[config.mk]
export PLATFORM = sky130hd
export DESIGN_NAME = mbssoc_bus_timer
export DESIGN_NICKNAME = d
export VERILOG_FILES = /design/src/rtl/mbssoc_bus_timer_pkg.sv /design/src/rtl/mbssoc_timer_core.sv /design/src/rtl/mbssoc_bus_timer.sv
export SDC_FILE = /design/constraint.sdc
export NUM_CORES = 1
export LEC_CHECK = 0
export CAP_MARGIN = 10
export CORE_AREA = 2 2 106 108
export DETAILED_ROUTE_END_ITERATION = 8
export DIE_AREA = 0 0 108 110
export PLACE_DENSITY = 0.82
export SYNTH_ARGS = -nofsm -noshare
export SYNTH_HDL_FRONTEND = slang
export SYNTH_SLANG_ARGS = --single-unit
[constraint.sdc]
create_clock -name clk -period 4.6 [get_ports clk]
set_clock_uncertainty 0.1 [all_clocks]
set_input_delay 0.92 -clock clk [delete_from_list [all_inputs] [get_ports clk]]
set_output_delay 0.92 -clock clk [all_outputs]
set_load 0.05 [all_outputs]
[src/rtl/mbssoc_bus_timer_pkg.sv]
// Shared constants for the memory-mapped bus timer: register offsets,
// CTRL field layout and bus FSM encodings.
package mbssoc_bus_timer_pkg;

  localparam logic [1:0] REG_CTRL   = 2'd0;
  localparam logic [1:0] REG_LOAD   = 2'd1;
  localparam logic [1:0] REG_COUNT  = 2'd2;
  localparam logic [1:0] REG_STATUS = 2'd3;

  localparam int CTRL_EN          = 0;
  localparam int CTRL_AUTO_RELOAD = 1;
  localparam int CTRL_IE          = 2;

  localparam logic [1:0] ST_IDLE = 2'd0;
  localparam logic [1:0] ST_RESP = 2'd1;
  localparam logic [1:0] ST_HOLD = 2'd2;

  typedef struct packed {
    logic ie;
    logic auto_reload;
    logic en;
  } ctrl_t;

  // Exactly one strobe; both set together is a protocol error and is ignored.
  function automatic logic is_single_op(input logic re, input logic we);
    return re ^ we;
  endfunction

endpackage

[src/rtl/mbssoc_timer_core.sv]
// Prescaler, countdown counter and sticky expiry flag for the bus timer.
module mbssoc_timer_core
  import mbssoc_bus_timer_pkg::*;
#(
  parameter int DATA_WIDTH = 32,
  parameter int PRESCALE   = 4
) (
  input  logic                  clk,
  input  logic                  rst,
  input  logic                  en,
  input  logic                  auto_reload,
  input  logic                  start,
  input  logic                  exp_clr,
  input  logic [DATA_WIDTH-1:0] load_val,
  output logic [DATA_WIDTH-1:0] count,
  output logic                  expired,
  output logic                  oneshot_done
);

  localparam int PRE_W = (PRESCALE > 1) ? $clog2(PRESCALE) : 1;
  localparam logic [PRE_W-1:0] PRE_MAX = PRE_W'(PRESCALE - 1);

  logic [PRE_W-1:0] pre;
  logic             tick;
  logic             at_zero;

  assign tick         = en && (pre == PRE_MAX);
  assign at_zero      = (count == '0);
  assign oneshot_done = tick && at_zero && !auto_reload;

  always_ff @(posedge clk) begin
    if (rst) begin
      pre     <= '0;
      count   <= '0;
      expired <= 1'b0;
    end else begin
      if (start) begin
        pre   <= '0;
        count <= load_val;
      end else if (!en) begin
        pre <= '0;
      end else begin
        pre <= tick ? '0 : pre + PRE_W'(1);
        if (tick) begin
          if (!at_zero)
            count <= count - DATA_WIDTH'(1);
          else if (auto_reload)
            count <= load_val;
        end
      end
      // An expiry on the same cycle as a clear keeps the flag set.
      if (tick && at_zero)
        expired <= 1'b1;
      else if (exp_clr)
        expired <= 1'b0;
    end
  end

endmodule

[src/rtl/mbssoc_bus_timer.sv]
// Bus responder for the countdown timer: 4-word register window, ack
// handshake FSM and registered level interrupt.
//
// state   | meaning
// IDLE    | waiting for a hit with a single strobe; write performed on accept
// RESP    | one-cycle ack, read data driven with rdata_oe
// HOLD    | waiting for both strobes to drop so a held strobe acks once
module mbssoc_bus_timer
  import mbssoc_bus_timer_pkg::*;
#(
  parameter int                    DATA_WIDTH = 32,
  parameter int                    ADDR_WIDTH = 32,
  parameter logic [ADDR_WIDTH-1:0] BASE_ADDR  = ADDR_WIDTH'(32'h0000_FF00),
  parameter int                    PRESCALE   = 4
) (
  input  logic                  clk,
  input  logic                  rst,
  input  logic                  bus_re,
  input  logic                  bus_we,
  input  logic [ADDR_WIDTH-1:0] bus_addr,
  input  logic [DATA_WIDTH-1:0] bus_wdata,
  output logic [DATA_WIDTH-1:0] bus_rdata,
  output logic                  rdata_oe,
  output logic                  bus_ack,
  output logic                  irq
);

  logic [1:0]            state;
  ctrl_t                 ctrl;
  logic [DATA_WIDTH-1:0] load_q;
  logic [DATA_WIDTH-1:0] rdata_q;
  logic [DATA_WIDTH-1:0] count;
  logic [DATA_WIDTH-1:0] reg_rd;
  logic [1:0]            off;
  logic                  op_rd;
  logic                  irq_q;
  logic                  hit, accept, wr_en, start, exp_clr;
  logic                  expired, oneshot_done, resp;

  assign off     = bus_addr[1:0];
  assign hit     = (bus_addr[ADDR_WIDTH-1:2] == BASE_ADDR[ADDR_WIDTH-1:2]);
  assign accept  = (state == ST_IDLE) && hit && is_single_op(bus_re, bus_we);
  assign wr_en   = accept && bus_we;
  assign start   = wr_en && (off == REG_CTRL) && bus_wdata[CTRL_EN] && !ctrl.en;
  assign exp_clr = wr_en && (off == REG_STATUS) && bus_wdata[0];

  always_comb begin
    reg_rd = '0;
    case (off)
      REG_CTRL:   reg_rd = DATA_WIDTH'(ctrl);
      REG_LOAD:   reg_rd = load_q;
      REG_COUNT:  reg_rd = count;
      REG_STATUS: reg_rd = DATA_WIDTH'(expired);
      default:    reg_rd = '0;
    endcase
  end

  always_ff @(posedge clk) begin
    if (rst) begin
      state   <= ST_IDLE;
      op_rd   <= 1'b0;
      rdata_q <= '0;
    end else begin
      case (state)
        ST_IDLE: if (accept) begin
          state   <= ST_RESP;
          op_rd   <= bus_re;
          rdata_q <= bus_re ? reg_rd : '0;
        end
        ST_RESP: state <= ST_HOLD;
        ST_HOLD: if (!bus_re && !bus_we) state <= ST_IDLE;
        default: state <= ST_IDLE;
      endcase
    end
  end

  always_ff @(posedge clk) begin
    if (rst) begin
      ctrl   <= '0;
      load_q <= '0;
      irq_q  <= 1'b0;
    end else begin
      if (wr_en && (off == REG_CTRL))
        ctrl <= ctrl_t'(bus_wdata[CTRL_IE:CTRL_EN]);
      else if (oneshot_done)
        ctrl.en <= 1'b0;
      if (wr_en && (off == REG_LOAD))
        load_q <= bus_wdata;
      irq_q <= expired & ctrl.ie;
    end
  end

  mbssoc_timer_core #(
    .DATA_WIDTH (DATA_WIDTH),
    .PRESCALE   (PRESCALE)
  ) u_core (
    .clk          (clk),
    .rst          (rst),
    .en           (ctrl.en),
    .auto_reload  (ctrl.auto_reload),
    .start        (start),
    .exp_clr      (exp_clr),
    .load_val     (load_q),
    .count        (count),
    .expired      (expired),
    .oneshot_done (oneshot_done)
  );

  // Reset landing on a RESP cycle must not let the ack escape.
  assign resp      = (state == ST_RESP) && !rst;
  assign bus_ack   = resp;
  assign rdata_oe  = resp && op_rd;
  assign bus_rdata = rdata_oe ? rdata_q : '0;
  assign irq       = irq_q;

endmodule

==> run_results.csv <==
group,metric,value,unit
power,p_clk_frac,0.347,
logic_synthesis,ys_types,53,
clocking,post_cts_buffers,0,
power,comb_power_share,0.064,
power,intPower,1.20,mW
detailed_routing,drcViolationCount,0,
logic_synthesis,synth_area_leaders,"dfxtp_1 (38%), a21oi_1 (8.7%), nand2_1 (7.8%), a22o_1 (4.5%), and3_1 (3.9%)",
logic_synthesis,avgSynthCellArea,7.93,um^2
die,die_area,11900,um^2
critical_path,cp_max_fo,21,
place,dpl.hpwl,11100,um
sta,fin_crit_sh,0.821,
final_layout,n_antenna_cell,0,
sta,finalSetupTns,0,ns
detailed_routing,viasPerCell,6.07,
logic_synthesis,postSynth.asyncResetShare,0,
critical_path,cpMaxStageDelayCell,"o22a_1",
sta,fmax,265,MHz
sta,tightestPinTransition,1.02,ns
critical_path,cp_data_arrival_time,4.00,ns
sta,period_needed,3.78,ns
detailed_routing,first_pass_iters,5,
flow_run,maxCapViolCount,0,
logic_synthesis,synth-seq-cells,106,
worst_hold_path,hp-class,"reg2reg",
clocking,htree_levels,3,
clocking,clk_pin_slew_worst_paths,0.10,ns
clocking,cts_max_path_buffers,2,
detailed_routing,wl_per_cell,17.1,um
logic_synthesis,yosysTopAreaCellShare,0.379,
logic_synthesis,synth_area,5610,um^2
critical_path,critical_path.cell_chain,"clkdlybuf4s50_1 -> inv_1 -> ha_1 -> nor4b_1 -> nand4_1 -> or3_1 -> o22a_1 -> nor2_1 -> a32o_1",
logic_synthesis,ys.flop_type,"dfxtp_1",
detailed_routing,routed_wl,15700,um
final_layout,post-route-util,0.631,
global_routing,grt_pass1_vias,5095,
logic_synthesis,synth_edf_count,0,
critical_path,end_kind,"flip-flop",
logic_synthesis,yosysWarnings,0,
power,leakagePower,2.50,nW
die,die_y,110,um
clocking,clkLatencyLatePin,0.38,ns
clocking,cts_tree,"yes",
critical_path,slowest_delay,0.55,ns
logic_synthesis,yosysTopAreaCell,"dfxtp_1",
die,core,10700,um^2
die,die_w,108,um
logic_synthesis,synth_common_cells,"nand2_1 (117), dfxtp_1 (106), a21oi_1 (97), clkbuf_1 (44), nand3_1 (37)",
sta,final-max-slew-violation-count,0,
clocking,cts_buffers,9,
power,sequentialPowerShare,0.589,
sta,slew_headroom,0.321,
place,numPortBuffers,102,
power,switching_share,0.229,
clocking,cts_hold_buf,0,
global_routing,grt_pass1_wl,25400,um
logic_synthesis,synth_seq_area_share,0.379,
logic_synthesis,yosysMostFrequentCell,"nand2_1",
logic_synthesis,synth_cells,707,
sta,rsz0062_at_grt,"no",
critical_path,crit_type,"in2reg",
sta,final-hold-violation-count,0,
run_status,status,"finished clean",
die,initial_utilization,0.524,
power,powerDensity,231,nW/um^2
power,peakVddDrop,114,uV
global_routing,grt_util_all_layers,0.271,
detailed_routing,vias,5573,
final_layout,drive_gt1_frac,0.120,
place,gp_congestion,0.871,
global_routing,antenna_found_initial,0,
global_routing,global_route.overflow_total,0,
critical_path,cp-start-kind,"input port",
die,rows,38,
detailed_routing,antenna_left,0,
clocking,ctsResizeCount,0,
final_layout,fin_nets,845,
clocking,clock_sinks,106,
power,p_switching,0.357,mW
final_layout,syn_to_final_growth,20.3,%
critical_path,worstPathRequired,4.82,ns
die,num_io_pins,103,
clocking,cts-root-buf,"clkbuf_8",
global_routing,grt_start_max_net_pins,97,
detailed_routing,drt_iter0_drc,489,
sta,final-setup-viol-count,0,
logic_synthesis,synth_nets,779,
==> sequential cells by signal, indices dropped and copies added, names as in the netlist <==
| signal | count |
|---|---|
| ctrl | 3 |
| irq | 1 |
| load_q | 32 |
| op_rd | 1 |
| rdata_q | 32 |
| state | 2 |
| u_core.count | 32 |
| u_core.expired | 1 |
| u_core.pre | 2 |
==> metal layers <==
layer | vias up | wire, um | track usage
met5 | - | 0 | 0
met4 | 0 | 372 | 0.108
li1 | 2715 | - | -
met2 | 231 | 7200 | 0.439
met3 | 41 | 1040 | 0.0312
met1 | 2586 | 7090 | 0.372
==> through the flow <==
step                instance area (um^2)  worst slack [ns]  hold WS, ns  total power, mW  cells
floorplan                           5610              1.09        0.308            0.972    707
global placement                    6560             0.610        0.318             1.04    902
detailed placement                  6560             0.522        0.325             1.04    902
CTS                                 6750             0.902        0.338             1.56    918
global route                        6750             0.592        0.361             1.61    918
finish                              6750             0.825        0.341             1.56    918
==> worst paths after layout <==
kind | end | slack (ns) | start | depth (start not counted)
max | u_core.count[23] | 0.82 | bus_we | 9
min | u_core.pre[0] | 0.34 | u_core.pre[0] | 1
max reg2reg | u_core.count[18] | 1.46 | u_core.count[15] | 6
min reg2reg | u_core.pre[0] | 0.34 | u_core.pre[0] | 1
==> cells in the final DEF (no fill, tap or decap), types with 5 or more instances in the layout <==
master	instances
buf_4	48
nor3_1	16
a22o_1	29
nand4_1	8
o31ai_1	6
nor4b_1	5
nand2_1	117
o21ai_0	12
nor2_1	28
dfxtp_1	106
inv_1	22
and3_1	35
or3_1	10
nand3_1	37
a21oi_1	97
nor4_1	19
o32ai_1	16
mux2i_1	18
clkbuf_8	11
clkdlybuf4s50_1	68
nor3_2	5
a32o_1	5
==> critical path, delay by kind of cell <==
family | cells | cell delay [ns]
AOI/OAI and AO/OA | 2 | 0.75
adders and majority gates | 1 | 0.27
buffers and inverters | 2 | 0.56
and+or+nand+nor | 4 | 1.49
==> power groups by stage <==
stage	Sequential, mW	Clock (mW)	Combinational [mW]
final	0.917	0.540	0.100
after global routing	0.917	0.584	0.106
after CTS	0.917	0.544	0.0993
after detailed placement	0.938	0	0.0989
after global placement	0.938	0	0.0979
after floorplan	0.938	0	0.0338
==> layout make-up <==
type	count	area [um^2]
fillers	975	3950
clock inverters	4	26.3
inverters	22	82.6
multi-input cells	517	3140
repair buffers	117	1050
clock buffers	12	155
well taps	140	175
flip-flops and latches	106	2120
==> cell families after synthesis <==
family / synth area share
simple gates: 0.292
mux: 0.0442
compound gates: 0.214
buf+inv: 0.0625
flops: 0.379
fa+ha+maj: 0.00893
No activity file was read; power rests on OpenSTA's default activity.
